--- src/rtl/acc_sched.sv ---
// Round-robin scheduler that shares one serial 128-bit accumulator between N_REQ requesters.
// Words are shifted out MSB-first on acc_rx/acc_add, followed by a one-cycle commit gap; clears are arbitrated alongside.
module acc_sched #(
  parameter int N_REQ = 4,
  parameter int WIDTH = 32
) (
  input  logic                     clk,
  input  logic                     nRst,
  input  logic [N_REQ-1:0]         req_valid,
  input  logic [N_REQ*WIDTH-1:0]   req_data,
  output logic [N_REQ-1:0]         req_ready,
  input  logic                     clr_req,
  output logic                     clr_ack,
  output logic                     acc_rx,
  output logic                     acc_add,
  output logic                     acc_clear,
  output logic                     busy,
  output logic                     sum_valid,
  output logic [$clog2(N_REQ)-1:0] sum_src,
  output logic [15:0]              word_cnt
);

  localparam int IW = $clog2(N_REQ);
  localparam int CW = (WIDTH > 1) ? $clog2(WIDTH) : 1;

  typedef enum logic [1:0] {IDLE, SHIFT, COMMIT, CLEAR} state_t;

  state_t             state, state_next;
  logic [IW-1:0]      ptr;
  logic [IW-1:0]      gnt;
  logic               gnt_found;
  logic [CW-1:0]      cnt;
  logic [WIDTH-1:0]   shreg;
  logic [WIDTH-1:0]   words [N_REQ];
  logic [2*N_REQ-1:0] rot;

  for (genvar i = 0; i < N_REQ; i++) begin : g_words
    assign words[i] = req_data[i*WIDTH +: WIDTH];
  end

  // Rotate the valid vector so bit 0 is the requester right after the last winner.
  always_comb begin
    int sum;
    rot       = {req_valid, req_valid} >> (int'(ptr) + 1);
    gnt       = '0;
    gnt_found = 1'b0;
    sum       = 0;
    for (int k = 0; k < N_REQ; k++) begin
      if (!gnt_found && rot[k]) begin
        gnt_found = 1'b1;
        sum       = int'(ptr) + 1 + k;
        if (sum >= N_REQ) sum = sum - N_REQ;
        gnt       = IW'(sum);
      end
    end
  end

  assign req_ready = (nRst && state == IDLE && !clr_req && gnt_found) ? (N_REQ'(1) << gnt) : '0;
  assign clr_ack   = nRst && state == IDLE && clr_req;
  assign busy      = state != IDLE;

  always_ff @(posedge clk or negedge nRst) begin
    if (!nRst) state <= IDLE;
    else       state <= state_next;
  end

  always_comb begin
    state_next = state;
    case (state)
      IDLE: begin
        if (clr_req)        state_next = CLEAR;
        else if (gnt_found) state_next = SHIFT;
      end
      SHIFT:   if (cnt == '0) state_next = COMMIT;
      COMMIT:  state_next = IDLE;
      CLEAR:   state_next = IDLE;
      default: state_next = IDLE;
    endcase
  end

  // The captured word is pre-shifted by one because its MSB leaves on the accept edge.
  always_ff @(posedge clk or negedge nRst) begin
    if (!nRst) begin
      ptr       <= IW'(N_REQ - 1);
      cnt       <= '0;
      shreg     <= '0;
      acc_rx    <= 1'b0;
      acc_add   <= 1'b0;
      acc_clear <= 1'b0;
      sum_valid <= 1'b0;
      sum_src   <= '0;
      word_cnt  <= '0;
    end else begin
      sum_valid <= 1'b0;
      case (state)
        IDLE: begin
          if (clr_req) begin
            acc_clear <= 1'b1;
          end else if (gnt_found) begin
            shreg   <= words[gnt] << 1;
            acc_rx  <= words[gnt][WIDTH-1];
            acc_add <= 1'b1;
            cnt     <= CW'(WIDTH - 1);
            ptr     <= gnt;
          end
        end
        SHIFT: begin
          if (cnt != '0) begin
            acc_rx <= shreg[WIDTH-1];
            shreg  <= shreg << 1;
            cnt    <= cnt - CW'(1);
          end else begin
            acc_rx  <= 1'b0;
            acc_add <= 1'b0;
          end
        end
        COMMIT: begin
          sum_valid <= 1'b1;
          sum_src   <= ptr;
          word_cnt  <= word_cnt + 16'd1;
        end
        CLEAR: begin
          acc_clear <= 1'b0;
          word_cnt  <= '0;
        end
        default: ;
      endcase
    end
  end

endmodule

--- config.mk ---
export PLATFORM = sky130hd
export DESIGN_NAME = acc_sched
export DESIGN_NICKNAME = d
export VERILOG_FILES = /design/src/rtl/acc_sched.sv
export SDC_FILE = /design/constraint.sdc
export NUM_CORES = 1
export LEC_CHECK = 0
export BUFFER_PORTS_ARGS = -buffer_cell sky130_fd_sc_hd__buf_2
export CORE_MARGIN = 5
export CORE_UTILIZATION = 44
export CTS_BUF_LIST = sky130_fd_sc_hd__clkbuf_2 sky130_fd_sc_hd__clkbuf_4 sky130_fd_sc_hd__clkbuf_8
export DETAILED_ROUTE_END_ITERATION = 10
export PLACE_DENSITY = 0.8
export RECOVER_POWER = 100
export SLEW_MARGIN = 20
export SYNTH_ARGS = -nofsm -noshare
export SYNTH_HDL_FRONTEND = slang
export SYNTH_SLANG_ARGS = --single-unit
--- constraint.sdc ---
create_clock -name clk -period 4 [get_ports clk]
set_input_delay 0.4 -clock clk [delete_from_list [all_inputs] [get_ports clk]]
set_output_delay 0.4 -clock clk [all_outputs]
set_load 0.01 [all_outputs]
Yosys cells after proc, flatten, opt, wreduce, memory -nomap -nowiden
Cells that the tools add are included.

storage, ports and cells
  bits of input ports = 135
  flip-flop bits (word level) = 63
  output and inout bits = 28
  word-level logic and storage cells = 104

cells by class
  bitwise gates (word level) = 2
  add/sub/neg operators = 10
  $lt $le $gt $ge = 5
  muxes and demuxes = 40
  reduce and logical (&&, ||, !) cells = 25
  shifts and indexed selects = 2
  eq/ne operators = 10

operator list
  cell                     number
  $mux W32                 5
  $bmux W32 S2             1
  $pmux W32 S2             1
  $pmux W16 S2             1
  $mux W2                  11
  $add A16 B1 Y16 const B  1
  $mux W5                  3
  $ge A4 B3 Y1 const B     3
  $mux W1                  12
  $ne A2 B2 Y1 const B     6
  $pmux W5 S2              1
  $add A3 B2 Y4 const B    2
  $reduce_and A4 Y1        2
  $reduce_bool A2 Y1       4
  $shr A8 B3 Y4            1
  $sub A2 B1 Y2 const B    4
  $logic_and A1 B1 Y1      7
  $ge A3 B3 Y1 const B     2
  $pmux W1 S2              3
  $pmux W2 S3              1
  $reduce_and A3 Y1        2
  $logic_not A5 Y1         1
  $reduce_bool A5 Y1       1
  $sub A5 B1 Y5 const B    1
  13 further kinds         18

Depth between registers and ports, before layout
Gate-level depths: netlist of run 1.

  word-level depth = 19
  mapped depth = 9
  depth with buffers taken out = 7

Least setup slack after synthesis of run 1
No wires, ideal clock.

  path kind = flip-flop to output port
  from = register ptr[0]
  to = output req_ready[0]
  cell stages (with the launch flop) = 7
  required time = 3.600 ns
  buffers on the path = 2
  path slack = 1.982 ns
  arrival = 1.618 ns
  path through = dfstp_2 -> buf_2 -> a21boi_0 -> a2bb2oi_1 -> o21ai_2 -> buf_4 -> and3_1

between the ends
  cells in the longest elaborated chain, start to end = 14
  elaborated cells on any way between the ends = 34
  those cells by class = add/sub: 8; order compare: 4; shift: 2; mux: 13; reduce/logical: 7

RTL lines
  item                                                                    line    text
  start: declaration                                                      29      logic [IW-1:0] ptr;
  start signal: assignment                                                84      ptr <= IW'(N_REQ - 1);
  start signal: assignment                                                104     ptr <= gnt;
  $add A2 B1 Y3 *                                                         44, 51
  parallel branches: the longest is 12 deep, another holds $add A3 B1 Y4  -
  $mux W4 *                                                               58      assign req_ready = (nRst && state == IDLE && !clr_req && gnt_found) ? (N_REQ'(1) << gnt) : '0;
  end: declaration                                                        11      output logic [N_REQ-1:0] req_ready,

Mark *: on every way between the ends.

Worst setup path after layout of run 1
  from = register ptr[1]
  to = output req_ready[1]

The elaborated chain is that of the path after synthesis.

==> results.md, run 1 <==
- The run finished, with violations left.
- The final reports fail on capacitance limit, slew limit.
- The chip width is around 100 µm.
- The arrival time of data at the critical path endpoint is roughly 2700 ps.
- The number of I/O port buffers is between 150 and 200.
- The sequential power share is around 34%.
- The number of nets in the synthesized netlist is 564.
- Power comes to between 3000 and 4000 µW.
- Counting along the longest clock path gives a buffer depth of 2.
- The net switching component of the power is around 1300 µW.
- The critical path class is reg2out.
- In this run switching power makes up about two fifths of total power.
- The leakage power total is ~0.0023 µW.
- The biggest cell delay along the critical path is 910 ps.
- The post-CTS setup-driven buffer insertion count is 0.
- Counting flops with an async set or reset pin after synthesis yields a share of between 90% and 100%.
- The number of flops mapped to enable cells by yosys is 0.
- Clock tree synthesis inserted a total of 9 buffers.
- Global routing used a little over a fifth of the available tracks.
- Cell internal power was estimated by the tool at ~1900 µW.
- The congestion estimate from routability-driven global placement came to approximately 0.81.
- The first global-routing pass estimated around 19000 µm of wire.
- The cell class contributing the biggest share of worst-path delay is simple AND/OR/NAND/NOR gates.
- The total number of placement rows is 34.
- The latest clock arrival within the worst-skew pair is between 300 and 400 ps.
- The relative contribution of the clock network to total power is slightly below 20%.
- In the final routed layout, each cell accounts on average for 17.1 µm.
- Once the floorplan was initialized, standard cells occupied between 40% and 50% of the core.
- Clock-pin slew was measured on the worst setup and hold paths at around 70 ps.
- Across the VDD grid, the largest voltage drop is about 0.00044 V.
- The number of max-slew violations in the final report is 54.
- The count of cells resized by post-cts repair is 0.
- Dividing total power by cell area gives a power density of around 650 mW/mm².
- The vertical die dimension is around 100 µm.
- For this block, the routed nets add up to between 10000 and 15000 µm of wire.
- After technology mapping, the gate count stands at about 430.
- The tool flagged a number of max-cap violations equal to 1.
- The number of hold buffers added after cts is 1.
- The synthesized design contains 62 register bits.
- Detailed routing placed a total of ~6000 µm of wire on met2.
- Adding up every negative setup slack in the final design gives 0 ps.
- The total congestion overflow is 0.
- The tree is rooted in a clkbuf_8.
- The mean cell area of the mapped netlist is slightly above 9 µm².
- The count of routing violations after the opening detailed-route iteration is 246.
- The most area-hungry cell type in the Yosys netlist is dfrtp_1.
- The final routed DRC violation total is 0.
- The most used flip-flop cell after synthesis is dfrtp_1.
- TritonCTS built the clock tree.
- The total via count after detailed routing is 3901.
- The met1 wire length is 4920 µm.
- The setup clock skew after layout is roughly 11 ps.
- In this run the remaining antenna-violating nets after routing total 0.
- The number of global-route vias before repair was about 3900.
- The critical path goes through a2bb2oi_1, o22ai_1, and2_1, and3_1, buf_2.
- The area of the core region is 0.00872 mm².
- The worst setup path is captured at an output port.
- The number of clock sinks is 62.
- The initial antenna violation count is 0.
- The portion of the post-synthesis area used by sequential elements is around two fifths.
- The synthesized design devotes to its leading area cell type roughly two fifths of total area.
- The combinational fraction of design power is 46.5%.
- Data on the critical path is required at its endpoint by 3600 ps.
- Of the available clock period, the critical path in the final layout requires just under 80%.
- The worst setup path is launched from a register.
- The pin count of the biggest net entering global routing is between 50 and 60.
- The area overhead of the layout relative to synthesis is 24.8%.
- The synthesized netlist occupies a cell area of roughly 0.004 mm².
- For this design, the slowest cell found on the critical path is and2_1.
- The path type of the worst min-delay path is in2reg.
- The H-tree generated during clock tree synthesis spans 3 levels.
- The I/O pin total is 163.
- Once detailed placement completed, the half-perimeter wirelength came to approximately 8600 µm.
- For this run, the number of Yosys warnings is 0.
- By area the synthesized netlist is led by dfrtp_1 (38%), mux2i_1 (6.9%), nor2_1 (5.9%).
- The distinct cell type count after synthesis is between 40 and 50.
- The repair_antennas step left the layout with diodes totalling 0.
- The die covers 0.0109 mm².
- The fraction of the core area covered by cells at the end of the flow is between 50% and 60%.
- The number of failing hold endpoints at the final stage was 0.
- The total iterations of the first detailed-routing run is 5.
- The total met3 wirelength after detailed routing is 749 µm.
- The net count reported at finish is a little over 700.
- Measured against its own limit, the worst slew margin works out to -13.6%.
- The routed design could run at a clock period as short as roughly 3100 ps.
- The uppermost metal layer occupied by signal nets is met4.
- Based on the critical path, the design can be clocked at up to 319 MHz.
- Of all nets on the critical path, the largest fanout is 28.
- The slew at the pin closest to its max-slew limit is approximately 1700 ps.
- Counting both buffers and inverters, the worst setup path holds a total of 1.
- The per-cell via count in the routed design is 5.68.
- Cells with a size suffix above 1 make up slightly below 30% of the layout.
- Setup repair after global routing left no endpoint under its margin.
- The count of endpoints failing setup in the final report is 0.
final timing paths:
check,from,end,slack [ps],cells after the start
setup reg to reg,ptr[0],shreg[19],1060,7
hold reg to reg,shreg[4],shreg[4],480,2
max in group asynchronous,nRst,shreg[2],1630,3
setup / recovery,ptr[1],req_ready[1],870,5
min in group asynchronous,nRst,sum_src[1],580,2
hold / removal,clr_req,state[1],330,3
cell families (layout without fill, tap and decap cells):
family / after synthesis / after routing / share of synthesized area [%]
mux: 32 / 32 / 8.60
compound gates: 140 / 140 / 26.6
simple gates: 139 / 139 / 15.9
buf+inv: 43 / 195 / 6.63
fa+ha+maj: 2 / 2 / 0.637
flops: 62 / 62 / 39.6
xor+xnor: 9 / 9 / 2.01
routing by layer:
metal | track usage (%) | vias up
met4 | 6.57 | 0
met5 | 0 | -
met2 | 34.8 | 143
li1 | - | 1863
met3 | 5.46 | 12
met1 | 26.9 | 1883
state kept, by name, summed over array words and instances, names as in the netlist, 2 cells and up:
signal    flops
state         2
cnt           5
sum_src       2
ptr           2
shreg        31
word_cnt     16
cell usage after synthesis, types with 3 or more instances:
library cell and instances:
nor2_1 62, dfrtp_1 60, nand2_1 39, mux2i_1 27, a22o_1 24, a22oi_1 21, o211ai_1 20, o21ai_0 19
a21oi_1 12, o21ai_1 12, inv_1 11, buf_2 10, buf_6 9, a221o_1 7, a221oi_2 7, and3_1 7
clkbuf_1 7, xor2_1 7, buf_4 5, nand3_1 5, and2_1 4, nand2b_1 4, nand4_1 4, o22ai_1 4
or3_1 4, a211oi_1 3, mux2_4 3
cell type report:
cell class	count	area, µm²
fillers	798	3820
multi-input cells	322	2130
flip-flops and latches	62	1550
repair buffers	168	818
well taps	108	135
clock buffers	9	124
clock inverters	7	97.6
inverters	11	41.3
cell usage in the layout, fill, tap and decap left out, drive strengths merged, types with 3 or more instances in the layout:
cell / Yosys / routed
buf: 25 / 138
mux2: 5 / 5
nand4: 4 / 4
nand2: 39 / 39
dfrtp: 60 / 60
a221o: 7 / 7
inv: 11 / 12
o211ai: 20 / 20
o21ai: 32 / 32
clkbuf: 7 / 38
a22o: 24 / 24
nor2: 62 / 62
or3: 4 / 4
a22oi: 21 / 21
a21oi: 12 / 12
o22ai: 4 / 4
and3: 7 / 7
mux2i: 27 / 27
nand2b: 4 / 4
nor2b: 3 / 3
xor2: 7 / 7
a221oi: 7 / 7
nand3: 5 / 5
a211oi: 3 / 3
and2: 4 / 4
tightest hold or removal path, cell delays in order:
cell	delay, ps
buf_2	130
nand2_1	60
nand2_1	40
power by group through the flow:
stage	Combinational, µW	Sequential [µW]	Clock, µW
floorplan	1210	1020	0
global placement	1440	1060	0
detailed placement	1500	1070	0
CTS	1510	1070	630
global route	1630	1100	661
finish	1470	1070	620
through the flow:
stage	cells	hold WS (ps)	setup WS, ps	area, µm²
CTS	687	314	1020	4940
detailed placement	670	283	1390	4710
finish	687	328	869	4900
global placement	670	282	1510	4710
global route	687	342	694	4900
floorplan	427	104	1980	3930
Note: power is estimated with default switching activity, not from simulation.
==> inputs of run 2 (changes only) <==
Settings changed: PLACE_DENSITY 0.8 to 0.83.
Clock period 4 ns to 2.7 ns, I/O delays scaled along.
==> run 2 against run 1 <==
  * The run now ends clean
  * Total power grew 49%
  * Non-clock buffer count is 6 higher
  * Critical path depth rose by 2
  * First-iteration DRC count shrank 13%
  * Critical endpoint is now shreg[22]
  * Highest routed layer unchanged
==> results.md, run 2 (same netlist as run 1, synthesis figures left out) <==
- The number of global-route vias before repair came to 3936 (was 3850).
- The first-pass GRT wire length is 18600 µm (was 19000 µm).
- The global routing usage summed across all routing layers is 20.4% (was 21.1%).
- The net switching share of the total power is 40.7% (was 41.2%).
- The area of the core region is 0.00872 mm² (unchanged).
- The clock root buffer is clkbuf_8 (unchanged).
- The remaining number of nets flagged by the antenna check after routing is 0 (unchanged).
- The combinational fraction of design power is 46.9% (was 46.5%).
- The final routed DRC violation total is 0 (unchanged).
- The clock-pin slew on the worst setup and hold paths is 80 ps (was 70 ps).
- Unrepaired setup endpoints after global routing: false (unchanged).
- The data required time at the worst endpoint came to 2920 ps (was 3600 ps).
- The number of I/O port buffers was 162 (unchanged).
- The arrival time of data at the critical path endpoint is 2770 ps (was 2730 ps).
- The number of hold buffers added after cts is 1 (unchanged).
- The setup clock skew after layout is 7.72 ps (was 10.7 ps).
- The total number of placement rows is 34 (unchanged).
- The count of cells resized by post-cts repair was 0 (unchanged).
- The sequential power share is 33.3% (was 33.9%).
- The most flop-heavy register is shreg (unchanged).
- Most frequent cells in the layout: buf_2 (133), nor2_1 (62), dfrtp_1 (60) (was buf_2 (135), nor2_1 (62), dfrtp_1 (60)).
- The largest fanout on the critical path is 16 (was 28).
- The clock tree from TritonCTS is built (unchanged).
- Largest registers in the final layout: shreg: 31 flops, word_cnt: 16 flops, cnt: 5 flops (unchanged).
- The minimum hold slack is 207 ps (was 328 ps).
- The setup TNS is 0 ps (unchanged).
- The count of endpoints failing setup in the final report came to 0 (unchanged).
- The final wirelength is 11600 µm (was 11700 µm).
- The number of buffers inserted during clock tree synthesis is 9 (unchanged).
- The chip width came to 104 µm (unchanged).
- The path type of the worst min-delay path is in2reg (unchanged).
- The total congestion overflow was 0 (unchanged).
- The endpoint of the worst hold-timing path is state[1] (unchanged).
- The shortest clock period the worst path allows after layout is around 2600 ps.
- The latest clock arrival within the worst-skew pair is 340 ps (about the same).
- Outcome: finished, final reports clean (was finished with violations).
- The total iterations of the first detailed-routing run is 4 (was 5).
- The routed length on met2 is 5800 µm (was 5890 µm).
- The net count reported at finish is 717 (was 711).
- The number of max-slew violations in the final report came to 0 (was 54).
- The die area was 0.0109 mm² (unchanged).
- The cell count of the worst hold path is 3 (unchanged).
- The uppermost metal layer occupied by signal nets is met4 (unchanged).
- The vertical die dimension is 104 µm (unchanged).
- The relative contribution of the clock network to total power was 19.8% (was 19.6%).
- The weighted congestion at the end of routability-driven global placement is 0.825 (was 0.813).
- The post-CTS setup-driven buffer insertion count is 0 (unchanged).
- The critical path class is reg2reg (was reg2out).
- The I/O pin total is 163 (unchanged).
- The terminus of the critical flop-to-flop path is shreg[22] (was shreg[19]).
- The worst flop-to-flop path startpoint is ptr[1] (was ptr[0]).
- The reg2reg setup slack is 150 ps (was 1060 ps).
- The normalized max-slew margin was 5.50% (was -13.6%).
- Static timing analysis puts the maximum clock frequency at 392 MHz.
- The share of layout cells above drive strength 1 is 30.1% (was 29.5%).
- The total placed cells including tap cells is 676 (was 670).
- The max-cap check violation count was 0 (was 1).
- The slew at the pin closest to its max-slew limit is 1420 ps (was 1700 ps).
- The total non-filler cell area in the finished layout is 0.00493 mm² (was 0.00490 mm²).
- The CTS H-tree depth was 3 (unchanged).
- The placement-stage cell area is 0.00477 mm² (was 0.00471 mm²).
- The number of fill cells in the layout is 787 (was 798).
- The number of failing hold endpoints at the final stage is 0 (unchanged).
- The worst path uses a little over nine tenths of the clock period.
- The initial antenna violation count came to 1 (was 0).
- The buffer depth of the longest clock path was 2 (unchanged).
- The area overhead of the layout relative to synthesis came to 25.4% (was 24.8%).
- The detailed placer's ending HPWL is 8670 µm (was 8580 µm).
- The total via count after detailed routing is 3909 (was 3901).
- The number of standard cells in the final layout excluding fillers is 694 (was 687).
- The nature of the critical path startpoint is a register (unchanged).
- The leakage power total is 0.00236 µW (was 0.00234 µW).
- The flip-flop count of the largest register after layout is 31 (unchanged).
- The total internal power is 2800 µW (was 1860 µW).
- The count of routing violations after the opening detailed-route iteration is 215 (was 246).
- The peak ir drop on the vdd network came to 0.000557 V (was 0.000438 V).
- The per-cell via count in the routed design is 5.63 (was 5.68).
- The met1 wire length is 4980 µm (was 4920 µm).
- The most common cell after layout, fill and taps aside is buf_2 (unchanged).
- The routed length per instance came to 16.7 µm (was 17.1 µm).
- The total met3 wirelength after detailed routing was 632 µm (was 749 µm).
- The kind of capture point of the worst setup path is a register (was output port).
- The initial core utilization is 45.0% (unchanged).
- The start point of the worst min-delay path is clr_req (unchanged).
- The pin count of the biggest net entering global routing was 59 (was 56).
- The number of clock sinks was 62 (unchanged).
- The fraction of the core area covered by cells at the end of the flow is 56.5% (was 56.2%).
- The depth of the worst register-to-register path is 7 (unchanged).
- The areal power density over the cells is 958 mW/mm² (was 646 mW/mm²).
- The net switching component of the power is 1920 µW (was 1300 µW).
[run 2: cell types whose count changed in the layout (fill, tap and decap cells not counted), moves of 2 or more]
| cell | delta |
|---|---|
| a221oi_1 | +4 |
| a221oi_2 | -4 |
| buf_2 | -2 |
| buf_4 | +5 |
| clkbuf_2 | +3 |
| o21ai_0 | -6 |
| o21ai_1 | +5 |
[run 2: area by class of cell]
class                   count  area, µm²  area share, %
inverters                  11       41.3          0.838
diodes                      1       2.50         0.0508
multi-input cells         322       2090           42.5
repair buffers            174        877           17.8
clock buffers               9        124           2.51
well taps                 108        135           2.74
clock inverters             7       97.6           1.98
flip-flops and latches     62       1550           31.5
[run 2: worst max-delay path, cell delays in order (launching register included)]
cell and delay [ps]:
dfstp_1 760, nand2b_1 160, a21oi_1 70, o221ai_2 550
buf_12 250, mux2_4 310, a211oi_1 220, o21ai_0 110
[run 2: through the flow]
stage	total power, µW	setup WS (ps)
detailed placement	3860	403
global route	5070	12.1
global placement	3750	475
floorplan	3300	812
CTS	4800	206
finish	4720	147
[run 2: per-layer routing]
metal,global-route usage (%),up-vias
li1,-,1875
met1,26.2,1893
met4,8.23,0
met3,4.16,17
met2,33.5,124
met5,0,-
[run 2: how the worst max path moves through the flow]
stage	start	end
after global routing	state[1]	req_ready[0]
after CTS	ptr[0]	req_ready[3]
final	ptr[1]	shreg[22]
after detailed placement	ptr[1]	shreg[22]
after floorplan	ptr[0]	req_ready[0]
after global placement	ptr[1]	shreg[22]
[run 2: power by group through the flow]
stage          Combinational, µW  Clock, µW  Sequential, µW
2_1_floorplan               1800          0            1510
3_3_place_gp                2180          0            1570
3_5_place_dp                2280          0            1580
4_1_cts                     2290        943            1570
5_1_grt                     2480        979            1610
6_report                    2210        933            1570
==> inputs of run 3 (changes only) <==
Settings changed: REMOVE_ABC_BUFFERS set to 1.
==> run 3 against run 2 <==
  * Cell area shrank 0.79%
  * Critical path type is now reg2out
  * Clock power shrank 9.5%
  * Worst hold slack gained 22 ps
  * Routed wire length shrank 2.7%
  * Clock skew grew 4.3 ps
  * Clock-buffer cell count grew 4
  * Critical endpoint is now req_ready[3]
==> results.md, run 3 (same netlist as run 1, synthesis figures left out) <==
- The number of global-route vias before repair is 3778 (was 3936).
- The worst flop-to-flop path startpoint is ptr[1] (unchanged).
- The terminus of the critical flop-to-flop path is shreg[5] (was shreg[22]).
- The setup clock skew after layout is 12.0 ps (was 7.72 ps).
- The met1 wire length came to 4750 µm (was 4980 µm).
- The fraction of the core area covered by cells at the end of the flow is 56.0% (was 56.5%).
- The remaining number of nets flagged by the antenna check after routing was 0 (unchanged).
- The nature of the critical path startpoint is a register (unchanged).
- The path type of the worst min-delay path was in2reg (unchanged).
- The total via count after detailed routing is 3866 (was 3909).
- The number of buffers inserted during clock tree synthesis came to 9 (unchanged).
- The clock tree from TritonCTS is built (unchanged).
- The most common cell after layout, fill and taps aside is buf_2 (unchanged).
- The uppermost metal layer occupied by signal nets is met4 (unchanged).
- The count of routing violations after the opening detailed-route iteration was 238 (was 215).
- The number of max-slew violations in the final report is 0 (unchanged).
- The critical path class is reg2out (was reg2reg).
- The leakage power total is 0.00234 µW (was 0.00236 µW).
- The vertical die dimension is 104 µm (unchanged).
- The number of standard cells in the final layout excluding fillers was 690 (was 694).
- The shortest clock period the worst path allows after layout is 2440 ps (was 2550 ps).
- The flip-flop count of the largest register after layout was 31 (unchanged).
- The arrival time of data at the critical path endpoint is 2170 ps (was 2770 ps).
- The peak ir drop on the vdd network is 0.000348 V (was 0.000557 V).
- The total met3 wirelength after detailed routing is 778 µm (was 632 µm).
- The number of clock sinks was 62 (unchanged).
- The depth of the worst register-to-register path is 6 (was 7).
- The latest clock arrival within the worst-skew pair came to 340 ps (about the same).
- The area of the core region is 0.00872 mm² (unchanged).
- The final wirelength came to 11300 µm (was 11600 µm).
- The largest fanout on the critical path is 14 (was 16).
- The setup slack of the critical path after layout is 261 ps (was 147 ps).
- The maximum clock rate was 410 MHz (was 392 MHz).
- The chip width is 104 µm (unchanged).
- The global routing usage summed across all routing layers was 20.3% (was 20.4%).
- The detailed placer's ending HPWL is 8250 µm (was 8670 µm).
- The start point of the worst min-delay path was req_data[99] (was clr_req).
- The routed length per instance is 16.4 µm (was 16.7 µm).
- The kind of capture point of the worst setup path is an output port (was register).
- The max-cap check violation count was 0 (unchanged).
- The final clock period utilization by the worst path was 90.3% (was 94.5%).
- The first-pass GRT wire length came to 18400 µm (was 18600 µm).
- The pin count of the biggest net entering global routing is 54 (was 59).
- The number of I/O port buffers is 162 (unchanged).
- The per-cell via count in the routed design is 5.60 (was 5.63).
- The areal power density over the cells came to 943 mW/mm² (was 958 mW/mm²).
- The share of layout cells above drive strength 1 is 29.4% (was 30.1%).
- The count of cells resized by post-cts repair is 0 (unchanged).
- The endpoint of the worst hold-timing path is shreg[4] (was state[1]).
- The minimum hold slack came to 229 ps (was 207 ps).
- The clock root buffer is clkbuf_8 (unchanged).
- The total congestion overflow came to 0 (unchanged).
- The slew at the pin closest to its max-slew limit is 1020 ps (was 1420 ps).
- The number of failing hold endpoints at the final stage was 0 (unchanged).
- The post-placement worst setup slack is 517 ps (was 403 ps).
- Largest registers in the final layout: shreg: 31 flops, word_cnt: 16 flops, cnt: 5 flops (unchanged).
- The clock-pin slew on the worst setup and hold paths is 70 ps (was 80 ps).
- The weighted congestion at the end of routability-driven global placement was 0.824 (was 0.825).
- The most flop-heavy register is shreg (unchanged).
- Most frequent cells in the layout: buf_2 (136), nor2_1 (62), dfrtp_1 (60) (was buf_2 (133), nor2_1 (62), dfrtp_1 (60)).
- The number of fill cells in the layout was 778 (was 787).
- The die area is 0.0109 mm² (unchanged).
- The final routed DRC violation total is 0 (unchanged).
- Outcome: finished, final reports clean (unchanged).
- The normalized max-slew margin is 31.9% (was 5.50%).
- The routed length on met2 is 5590 µm (was 5800 µm).
- The net count reported at finish came to 714 (was 717).
- The reg2reg setup slack is 290 ps (was 150 ps).
- The cell count of the worst hold path is 3 (unchanged).
- The initial antenna violation count came to 0 (was 1).
- The total placed cells including tap cells came to 673 (was 676).
- Unrepaired setup endpoints after global routing: false (unchanged).
- The number of antenna repair diodes is 0 (was 1).
- The I/O pin total is 163 (unchanged).
- The area overhead of the layout relative to synthesis is 24.4% (was 25.4%).
- The setup TNS is 0 ps (unchanged).
- The data required time at the worst endpoint came to 2430 ps (was 2920 ps).
- The CTS H-tree depth was 3 (unchanged).
- The initial core utilization is 45.0% (unchanged).
- The total iterations of the first detailed-routing run is 4 (unchanged).
- The buffer depth of the longest clock path is 2 (unchanged).
- The count of endpoints failing setup in the final report is 0 (unchanged).
- The total number of placement rows came to 34 (unchanged).
==> run 3: cell types whose count changed in the layout (fill, tap and decap cells not counted), moves of 2 or more <==
| cell | before | now |
|---|---|---|
| buf_2 | 133 | 136 |
| clkbuf_8 | 9 | 11 |
| clkbuf_2 | 4 | 1 |
| clkbuf_4 | 0 | 4 |
| a221oi_1 | 4 | 6 |
| a221oi_2 | 3 | 1 |
| buf_4 | 8 | 2 |
==> run 3: critical path, cell delays in order, from the launching register on <==
cell and delay (ps):
dfstp_1 760, nor2b_1 210, o21a_1 490, and3_1 220, clkbuf_1 160
==> run 3: report_power, final <==
part	internal [µW]	total (µW)	switching (µW)
sequential	1300	1580	282
clock	496	844	348
combinational	953	2180	1230
total	2750	4610	1860
==> run 3: per-layer routing <==
metal,up-vias,global-route usage [%]
met5,-,0
met4,0,5.92
met3,15,5.34
met2,156,33.7
met1,1825,26.0
li1,1870,-
==> run 3: cell type report <==
class | count | area [µm²] | share of cell area [%]
flip-flops and latches | 62 | 1550 | 31.8
inverters | 11 | 41.3 | 0.845
repair buffers | 171 | 851 | 17.4
clock inverters | 3 | 42.5 | 0.870
well taps | 108 | 135 | 2.76
multi-input cells | 322 | 2100 | 42.9
clock buffers | 13 | 166 | 3.41
==> run 3: worst max path at each step <==
stage	from	to	slack [ps]
final	ptr[1]	req_ready[3]	260
after global routing	ptr[1]	req_ready[1]	90
after CTS	ptr[0]	req_ready[3]	230
after detailed placement	cnt[0]	shreg[7]	520
after global placement	ptr[1]	shreg[3]	580
after floorplan	ptr[1]	shreg[22]	-870
==> run 3: per-stage QoR <==
stage / total power, µW / instance area (µm²)
after floorplan: 3130 / 3710
after global placement: 3740 / 4750
after detailed placement: 3870 / 4750
after CTS: 4720 / 4970
after global routing: 5010 / 4890
final: 4610 / 4890
==> run 3: timing repair <==
action	in CTS	in global routing
hold endpoints to repair	14	0
buffers inserted	0	0
endpoints found under the setup margin	0	0
hold buffers	1	0
